## src/rtl/mem_bus_arbiter.sv

```systemverilog
// mem_bus_arbiter: shares one single-port memory between three masters.
//   M0 core data port, M1 core fetch port, M2 loader/debug master.
//   Fixed priority M0 > M2 > M1. M1 wins the next arbitration once it has
//   lost STARVE_LIMIT arbitrations in a row. A BUSY phase with no mem_ack_i
//   for TIMEOUT cycles is aborted with a one-cycle err pulse.
// Ports:
//   clk, rst (async, active-low)
//   mN_req_i/we_i/sel_i/addr_i/wdata_i  master N request and payload
//   mN_rdata_o/ack_o/err_o              master N completion (one-cycle pulse)
//   mem_req_o/we_o/sel_o/addr_o/wdata_o memory request and payload
//   mem_rdata_i/ack_i                   memory response
//   hold_flag_o                         fetch is waiting (combinational)

package mem_bus_arbiter_pkg;
  localparam int unsigned DATA_W = 32;
  localparam int unsigned ADDR_W = 32;
  localparam int unsigned SEL_W  = 4;

  // Request payload latched at arbitration
  typedef struct packed {
    logic              we;
    logic [SEL_W-1:0]  sel;
    logic [ADDR_W-1:0] addr;
    logic [DATA_W-1:0] wdata;
  } mem_cmd_t;
endpackage

module mem_bus_arbiter
  import mem_bus_arbiter_pkg::*;
#(
  parameter int unsigned STARVE_LIMIT = 4,
  parameter int unsigned TIMEOUT      = 16
) (
  input  logic              clk,
  input  logic              rst,

  input  logic              m0_req_i,
  input  logic              m0_we_i,
  input  logic [SEL_W-1:0]  m0_sel_i,
  input  logic [ADDR_W-1:0] m0_addr_i,
  input  logic [DATA_W-1:0] m0_wdata_i,
  output logic [DATA_W-1:0] m0_rdata_o,
  output logic              m0_ack_o,
  output logic              m0_err_o,

  input  logic              m1_req_i,
  input  logic              m1_we_i,
  input  logic [SEL_W-1:0]  m1_sel_i,
  input  logic [ADDR_W-1:0] m1_addr_i,
  input  logic [DATA_W-1:0] m1_wdata_i,
  output logic [DATA_W-1:0] m1_rdata_o,
  output logic              m1_ack_o,
  output logic              m1_err_o,

  input  logic              m2_req_i,
  input  logic              m2_we_i,
  input  logic [SEL_W-1:0]  m2_sel_i,
  input  logic [ADDR_W-1:0] m2_addr_i,
  input  logic [DATA_W-1:0] m2_wdata_i,
  output logic [DATA_W-1:0] m2_rdata_o,
  output logic              m2_ack_o,
  output logic              m2_err_o,

  output logic              mem_req_o,
  output logic              mem_we_o,
  output logic [SEL_W-1:0]  mem_sel_o,
  output logic [ADDR_W-1:0] mem_addr_o,
  output logic [DATA_W-1:0] mem_wdata_o,
  input  logic [DATA_W-1:0] mem_rdata_i,
  input  logic              mem_ack_i,

  output logic              hold_flag_o
);

  localparam int unsigned STARVE_W = $clog2(STARVE_LIMIT + 1);
  localparam int unsigned TO_W     = (TIMEOUT > 1) ? $clog2(TIMEOUT) : 1;

  typedef enum logic [1:0] {IDLE, BUSY, DONE} state_t;

  state_t              state_q,   state_d;
  logic [1:0]          winner_q,  winner_d;
  mem_cmd_t            cmd_q,     cmd_d;
  logic [STARVE_W-1:0] starve_q,  starve_d;
  logic [TO_W-1:0]     to_q,      to_d;
  logic                mem_req_q, mem_req_d;
  logic [2:0]          ack_q,     ack_d;
  logic [2:0]          err_q,     err_d;
  logic [DATA_W-1:0]   rdata_q [3];
  logic [DATA_W-1:0]   rdata_d [3];

  logic [2:0] req;
  mem_cmd_t   cmd_in [3];

  assign req       = {m2_req_i, m1_req_i, m0_req_i};
  assign cmd_in[0] = {m0_we_i, m0_sel_i, m0_addr_i, m0_wdata_i};
  assign cmd_in[1] = {m1_we_i, m1_sel_i, m1_addr_i, m1_wdata_i};
  assign cmd_in[2] = {m2_we_i, m2_sel_i, m2_addr_i, m2_wdata_i};

  // Next-state and next-output logic
  always_comb begin
    state_d   = state_q;
    winner_d  = winner_q;
    cmd_d     = cmd_q;
    starve_d  = starve_q;
    to_d      = to_q;
    mem_req_d = 1'b0;
    ack_d     = '0;
    err_d     = '0;
    for (int i = 0; i < 3; i++) rdata_d[i] = '0;

    case (state_q)
      IDLE: begin
        if (|req) begin
          if ((starve_q >= STARVE_W'(STARVE_LIMIT)) && m1_req_i) winner_d = 2'd1;
          else if (m0_req_i)                                       winner_d = 2'd0;
          else if (m2_req_i)                                       winner_d = 2'd2;
          else                                                     winner_d = 2'd1;

          cmd_d = cmd_in[winner_d];

          // Count only arbitrations that fetch actually lost
          if (m1_req_i && (winner_d != 2'd1))
            starve_d = (starve_q >= STARVE_W'(STARVE_LIMIT)) ? STARVE_W'(STARVE_LIMIT)
                                                              : starve_q + STARVE_W'(1);
          else
            starve_d = '0;

          to_d      = '0;
          mem_req_d = 1'b1;
          state_d   = BUSY;
        end
      end

      BUSY: begin
        mem_req_d = 1'b1;
        to_d      = to_q + TO_W'(1);
        // Ack is checked first so an ack on the last allowed cycle is not an error
        if (mem_ack_i) begin
          mem_req_d         = 1'b0;
          to_d              = '0;
          ack_d[winner_q]   = 1'b1;
          rdata_d[winner_q] = cmd_q.we ? '0 : mem_rdata_i;
          state_d           = DONE;
        end else if (to_q == TO_W'(TIMEOUT - 1)) begin
          mem_req_d       = 1'b0;
          to_d            = '0;
          ack_d[winner_q] = 1'b1;
          err_d[winner_q] = 1'b1;
          state_d         = DONE;
        end
      end

      DONE: begin
        to_d    = '0;
        state_d = IDLE;
      end

      default: begin
        state_d = IDLE;
      end
    endcase
  end

  // State and registered outputs
  always_ff @(posedge clk or negedge rst) begin
    if (!rst) begin
      state_q   <= IDLE;
      winner_q  <= '0;
      cmd_q     <= '0;
      starve_q  <= '0;
      to_q      <= '0;
      mem_req_q <= 1'b0;
      ack_q     <= '0;
      err_q     <= '0;
      for (int i = 0; i < 3; i++) rdata_q[i] <= '0;
    end else begin
      state_q   <= state_d;
      winner_q  <= winner_d;
      cmd_q     <= cmd_d;
      starve_q  <= starve_d;
      to_q      <= to_d;
      mem_req_q <= mem_req_d;
      ack_q     <= ack_d;
      err_q     <= err_d;
      for (int i = 0; i < 3; i++) rdata_q[i] <= rdata_d[i];
    end
  end

  assign mem_req_o   = mem_req_q;
  assign mem_we_o    = cmd_q.we;
  assign mem_sel_o   = cmd_q.sel;
  assign mem_addr_o  = cmd_q.addr;
  assign mem_wdata_o = cmd_q.wdata;

  assign m0_ack_o   = ack_q[0];
  assign m1_ack_o   = ack_q[1];
  assign m2_ack_o   = ack_q[2];
  assign m0_err_o   = err_q[0];
  assign m1_err_o   = err_q[1];
  assign m2_err_o   = err_q[2];
  assign m0_rdata_o = rdata_q[0];
  assign m1_rdata_o = rdata_q[1];
  assign m2_rdata_o = rdata_q[2];

  assign hold_flag_o = m1_req_i & ~ack_q[1];

endmodule

```

## config.mk

```make
export PLATFORM = sky130hd
export DESIGN_NAME = mem_bus_arbiter
export DESIGN_NICKNAME = d
export VERILOG_FILES = /design/src/rtl/mem_bus_arbiter.sv
export SDC_FILE = /design/constraint.sdc
export NUM_CORES = 1
export LEC_CHECK = 0
export CORE_AREA = 2 2 163 165
export CTS_BUF_LIST = sky130_fd_sc_hd__clkbuf_8
export CTS_CLUSTER_SIZE = 25
export DETAILED_ROUTE_END_ITERATION = 7
export DIE_AREA = 0 0 165 167
export GPL_TIMING_DRIVEN = 0
export PLACE_DENSITY = 0.65
export SLEW_MARGIN = 20
export SYNTH_ARGS = -nofsm -noshare
export SYNTH_HDL_FRONTEND = slang
export SYNTH_SLANG_ARGS = --single-unit
```

## constraint.sdc

```tcl
create_clock -name clk -period 1.5 [get_ports clk]
set_input_delay 0.3 -clock clk [delete_from_list [all_inputs] [get_ports clk]]
set_output_delay 0.3 -clock clk [all_outputs]
set_load 0.02 [all_outputs]
```

==> reports/summary.txt <==
reported max-cap violation count - 0
sequential-to-total area share from yosys stat - 58.9%
cell count after synthesis - 783
Final nets - 1482
Core Box Area - 25800 sq um
Tightest Hold Check Type - in -> reg
first-pass GRT wire length - 43900 microns
Post-Synth XOR/XNOR Area - 0%
initial antenna violation count - 9
top fanout value on the critical path - 10
FFs w/ async S/R, synth - 100%
HPWL reported at the end of detailed placement - 23200 microns
leakage power summed over all cells - 0.00629 uW
clock period minus final worst setup slack - 1.51 ns
H-tree levels - 4
Post-Route Setup TNS - -0.00600 ns
initial core utilization - 30.2%
cell depth of the worst flop-to-flop path - 6
combined global-route utilization of all metal layers - 21.4%
GR Overflow Total - 0
gpl congestion - 0.922
Die Height - 167 microns
drt via density - 4.71
count of buffers inserted at the top-level ports - 416
die area - 27600 sq um
violated checks - setup timing
final hold violation count - 0
Max Root-Sink Buffers - 2
clock input transition at the sequential cells of the worst setup and hold paths - 0.10 ns
Max VDD drop - 0.000636 V
Tightest Pin Transition - 0.530 ns
share of layout cells above drive strength 1 - 18.0%
area used by multi-input combinational logic - 2830 sq um
Avg Inst Size Synth - 9.93 sq um
skew final - 0.0294 ns
type of the worst setup path - reg -> reg
pin count of the biggest net entering global routing - 90
Required @ worst endpoint - 1.87 ns
number of different library cells in the post-synthesis netlist - 37
Syn Nets - 1031
highest clock rate - 664 MHz
fill cell total of the finished layout - 2405
Setup crit end kind - register
number of global-route vias before repair - 7452
setup ws final - -0.00600 ns
Syn-to-layout area delta - 70.8%
simple-gate share of the synthesized area - 13.1%
clock buffer count from CTS - 17
I/O pin count - 418
power per standard cell area - 1430 nW/um^2
Slew HR - 64.7%
sequential cell area - 4580 sq um
filler-free cell count of the finished design - 1586
routed wire length per instance - 19.1 microns
compound-gate portion of the synthesized area - 19.1%
length of the first detailed-routing pass in iterations - 5
total vias in the final route - 7468
TritonCTS clock tree - built
fraction of the cycle the final worst path needs - 100%
dominant synthesized flop cell - sky130_fd_sc_hd__dfrtp_1
number of instances on the worst hold path - 2
DIE WIDTH - 165 microns
number of instances in the placed design - 1536
Synth Register Bits - 183
worst slack, placed - -0.704 ns
Yosys Warn Count - 0
number of clock sinks - 183
endpoints failing setup - 1
status - complete, but fails checks
total wire length after detailed routing - 30300 microns
detailed router's first-iteration violation count - 494
cell at the root of the clock tree - sky130_fd_sc_hd__clkbuf_8
insertion delay of the later-clocked pin in the worst-skew pair - 0.47 ns
Adder-Cell Fraction of Synth Area - 0.483%
nature of the critical path startpoint - register
row count - 59
dominant combinational cell family by area after synthesis - compound AO/OA/AOI/OAI gates
final routed DRC violation total - 0
synthesized area - 7770 sq um
WP data arrival - 1.88 ns
remaining antenna violation count after routing - 0
number of enable-type register cells in the synthesized netlist - 0
setup repair after global routing missed its margin - yes
multiplexer fraction of the synthesized cell area - 0.145%
Pins Over Slew Limit - 0
## sequential cells by signal (all words and copies together), names as in the netlist, 3 cells and up
register	flops
ack_q	3
err_q	3
m0_rdata_o	32
m1_rdata_o	32
m2_rdata_o	32
mem_addr_o	32
mem_sel_o	4
mem_wdata_o	32
starve_q	3
to_q	4
## final timing paths
kind / start / end / slack, ns
max: starve_q[2]$_DFFE_PN0P_ / mem_addr_o[24]$_DFFE_PN0P_ / -0.006
min: mem_ack_i / err_q[2]$_DFF_PN0_ / 0.20
max reg2reg: starve_q[2]$_DFFE_PN0P_ / mem_addr_o[24]$_DFFE_PN0P_ / -0.006
min reg2reg: mem_sel_o[3]$_DFFE_PN0P_ / mem_sel_o[3]$_DFFE_PN0P_ / 0.49
max in group asynchronous: rst / m0_rdata_o[13]$_DFF_PN0_ / 0.49
min in group asynchronous: rst / mem_wdata_o[16]$_DFFE_PN0P_ / 0.26
## synthesized netlist by cell type (3+ instances only)
master / instances / share of area (%)
sky130_fd_sc_hd__a2bb2oi_1: 65 / 7.3
sky130_fd_sc_hd__dfrtp_1: 183 / 59
sky130_fd_sc_hd__o221ai_1: 4 / 0.45
sky130_fd_sc_hd__nand3b_1: 5 / 0.48
sky130_fd_sc_hd__nor2_1: 99 / 4.8
sky130_fd_sc_hd__nor2_2: 10 / 0.80
sky130_fd_sc_hd__ha_1: 3 / 0.48
sky130_fd_sc_hd__clkbuf_1: 16 / 0.77
sky130_fd_sc_hd__o21ai_1: 61 / 3.9
sky130_fd_sc_hd__a22o_1: 3 / 0.34
sky130_fd_sc_hd__o21ai_0: 13 / 0.84
sky130_fd_sc_hd__buf_6: 15 / 2.2
sky130_fd_sc_hd__nand2_1: 111 / 5.4
sky130_fd_sc_hd__buf_2: 26 / 1.7
sky130_fd_sc_hd__nor3_1: 3 / 0.19
sky130_fd_sc_hd__inv_1: 67 / 3.2
sky130_fd_sc_hd__o22ai_1: 65 / 5.2
sky130_fd_sc_hd__a21oi_1: 9 / 0.58
sky130_fd_sc_hd__clkbuf_2: 4 / 0.26
## cell type report
cell class | instances | area share (%)
Clock buffer | 17 | 1.76
Timing Repair Buffer | 434 | 32.3
Tap cell | 335 | 3.16
Buffer | 61 | 3.80
Clock inverter | 14 | 1.17
Sequential cell | 183 | 34.5
Inverter | 67 | 1.89
Multi-Input combinational cell | 470 | 21.3
Antenna cell | 5 | 0.0942
## cells by family after synthesis
family                   after synthesis
AND/OR/NAND/NOR                      242
adder cells (fa/ha/maj)                3
AO/OA/AOI/OAI                        224
multiplexers                           1
buffers and inverters                130
flip-flops                           183
## power by group
group | leakage, uW | internal, uW | total (uW) | switching (uW)
Combinational | 0.00370 | 3580 | 8740 | 5160
Sequential | 0.00241 | 6200 | 6890 | 692
Clock | 0.000190 | 1240 | 3340 | 2100
Total | 0.00629 | 11000 | 19000 | 7960
## placed cells by master, fill, tap and decap left out, types with 3 or more instances in the layout
master	Yosys	final
sky130_fd_sc_hd__nand3b_1	5	5
sky130_fd_sc_hd__buf_6	15	11
sky130_fd_sc_hd__clkinv_8	0	3
sky130_fd_sc_hd__a21oi_1	9	9
sky130_fd_sc_hd__o221ai_1	4	4
sky130_fd_sc_hd__clkdlybuf4s15_2	0	30
sky130_fd_sc_hd__buf_8	0	4
sky130_fd_sc_hd__clkinv_4	0	4
sky130_fd_sc_hd__clkbuf_16	0	7
sky130_fd_sc_hd__o22ai_4	0	4
sky130_fd_sc_hd__clkbuf_4	0	4
sky130_fd_sc_hd__nor2_4	1	24
sky130_fd_sc_hd__o21ai_1	61	63
sky130_fd_sc_hd__buf_12	0	5
sky130_fd_sc_hd__ha_1	3	3
sky130_fd_sc_hd__nor2_2	10	7
sky130_fd_sc_hd__clkdlybuf4s15_1	0	60
sky130_fd_sc_hd__a2bb2oi_2	0	5
sky130_fd_sc_hd__nand2_1	111	110
sky130_fd_sc_hd__clkbuf_2	4	37
sky130_fd_sc_hd__nor2_1	99	79
sky130_fd_sc_hd__o21ai_0	13	10
sky130_fd_sc_hd__inv_8	0	5
sky130_fd_sc_hd__dfrtp_1	183	181
sky130_fd_sc_hd__a22o_1	3	3
sky130_fd_sc_hd__clkbuf_8	0	17
sky130_fd_sc_hd__dlygate4sd2_1	0	53
sky130_fd_sc_hd__inv_1	67	67
sky130_fd_sc_hd__clkdlybuf4s50_1	0	241
sky130_fd_sc_hd__buf_2	26	22
sky130_fd_sc_hd__buf_4	2	15
sky130_fd_sc_hd__diode_2	0	5
sky130_fd_sc_hd__o22ai_1	65	60
sky130_fd_sc_hd__a2bb2oi_1	65	60
## metrics by stage
step                hold WS [ns]  utilization, %  power, uW  cell area [sq um]
floorplan                0.00441               -      11200               7770
global placement           0.464            48.0      15700              12400
detailed placement         0.178            48.2      15800              12400
CTS                        0.237            49.7      18700              12800
global route               0.226            51.5      20100              13300
finish                     0.204            51.5      19000              13300
## layer usage
metal	global-route usage (%)	vias to the layer above	wire length [microns]
met5	0	-	33
met4	8.47	4	1060
met3	7.65	56	2930
met2	36.9	355	15300
met1	23.7	3501	11000
li1	-	3552	-
## timing repair
action | 4_1_cts | 5_1_grt
setup endpoints to repair | 319 | 192
pin swaps | 1 | 19
hold buffers | 1 | 0
resized for setup | 316 | 164
cloned | 0 | 7
endpoints found under the hold margin | 36 | 0
setup buffers | 4 | 4
## worst max-delay path, cell delays in order, from the launching register on
cell,delay (ns)
sky130_fd_sc_hd__dfrtp_2,0.42
sky130_fd_sc_hd__and2_4,0.19
sky130_fd_sc_hd__nor2_4,0.26
sky130_fd_sc_hd__buf_12,0.18
sky130_fd_sc_hd__buf_8,0.14
sky130_fd_sc_hd__o22ai_1,0.09
sky130_fd_sc_hd__o21ai_1,0.13
Note: power is estimated with default switching activity, not from simulation.
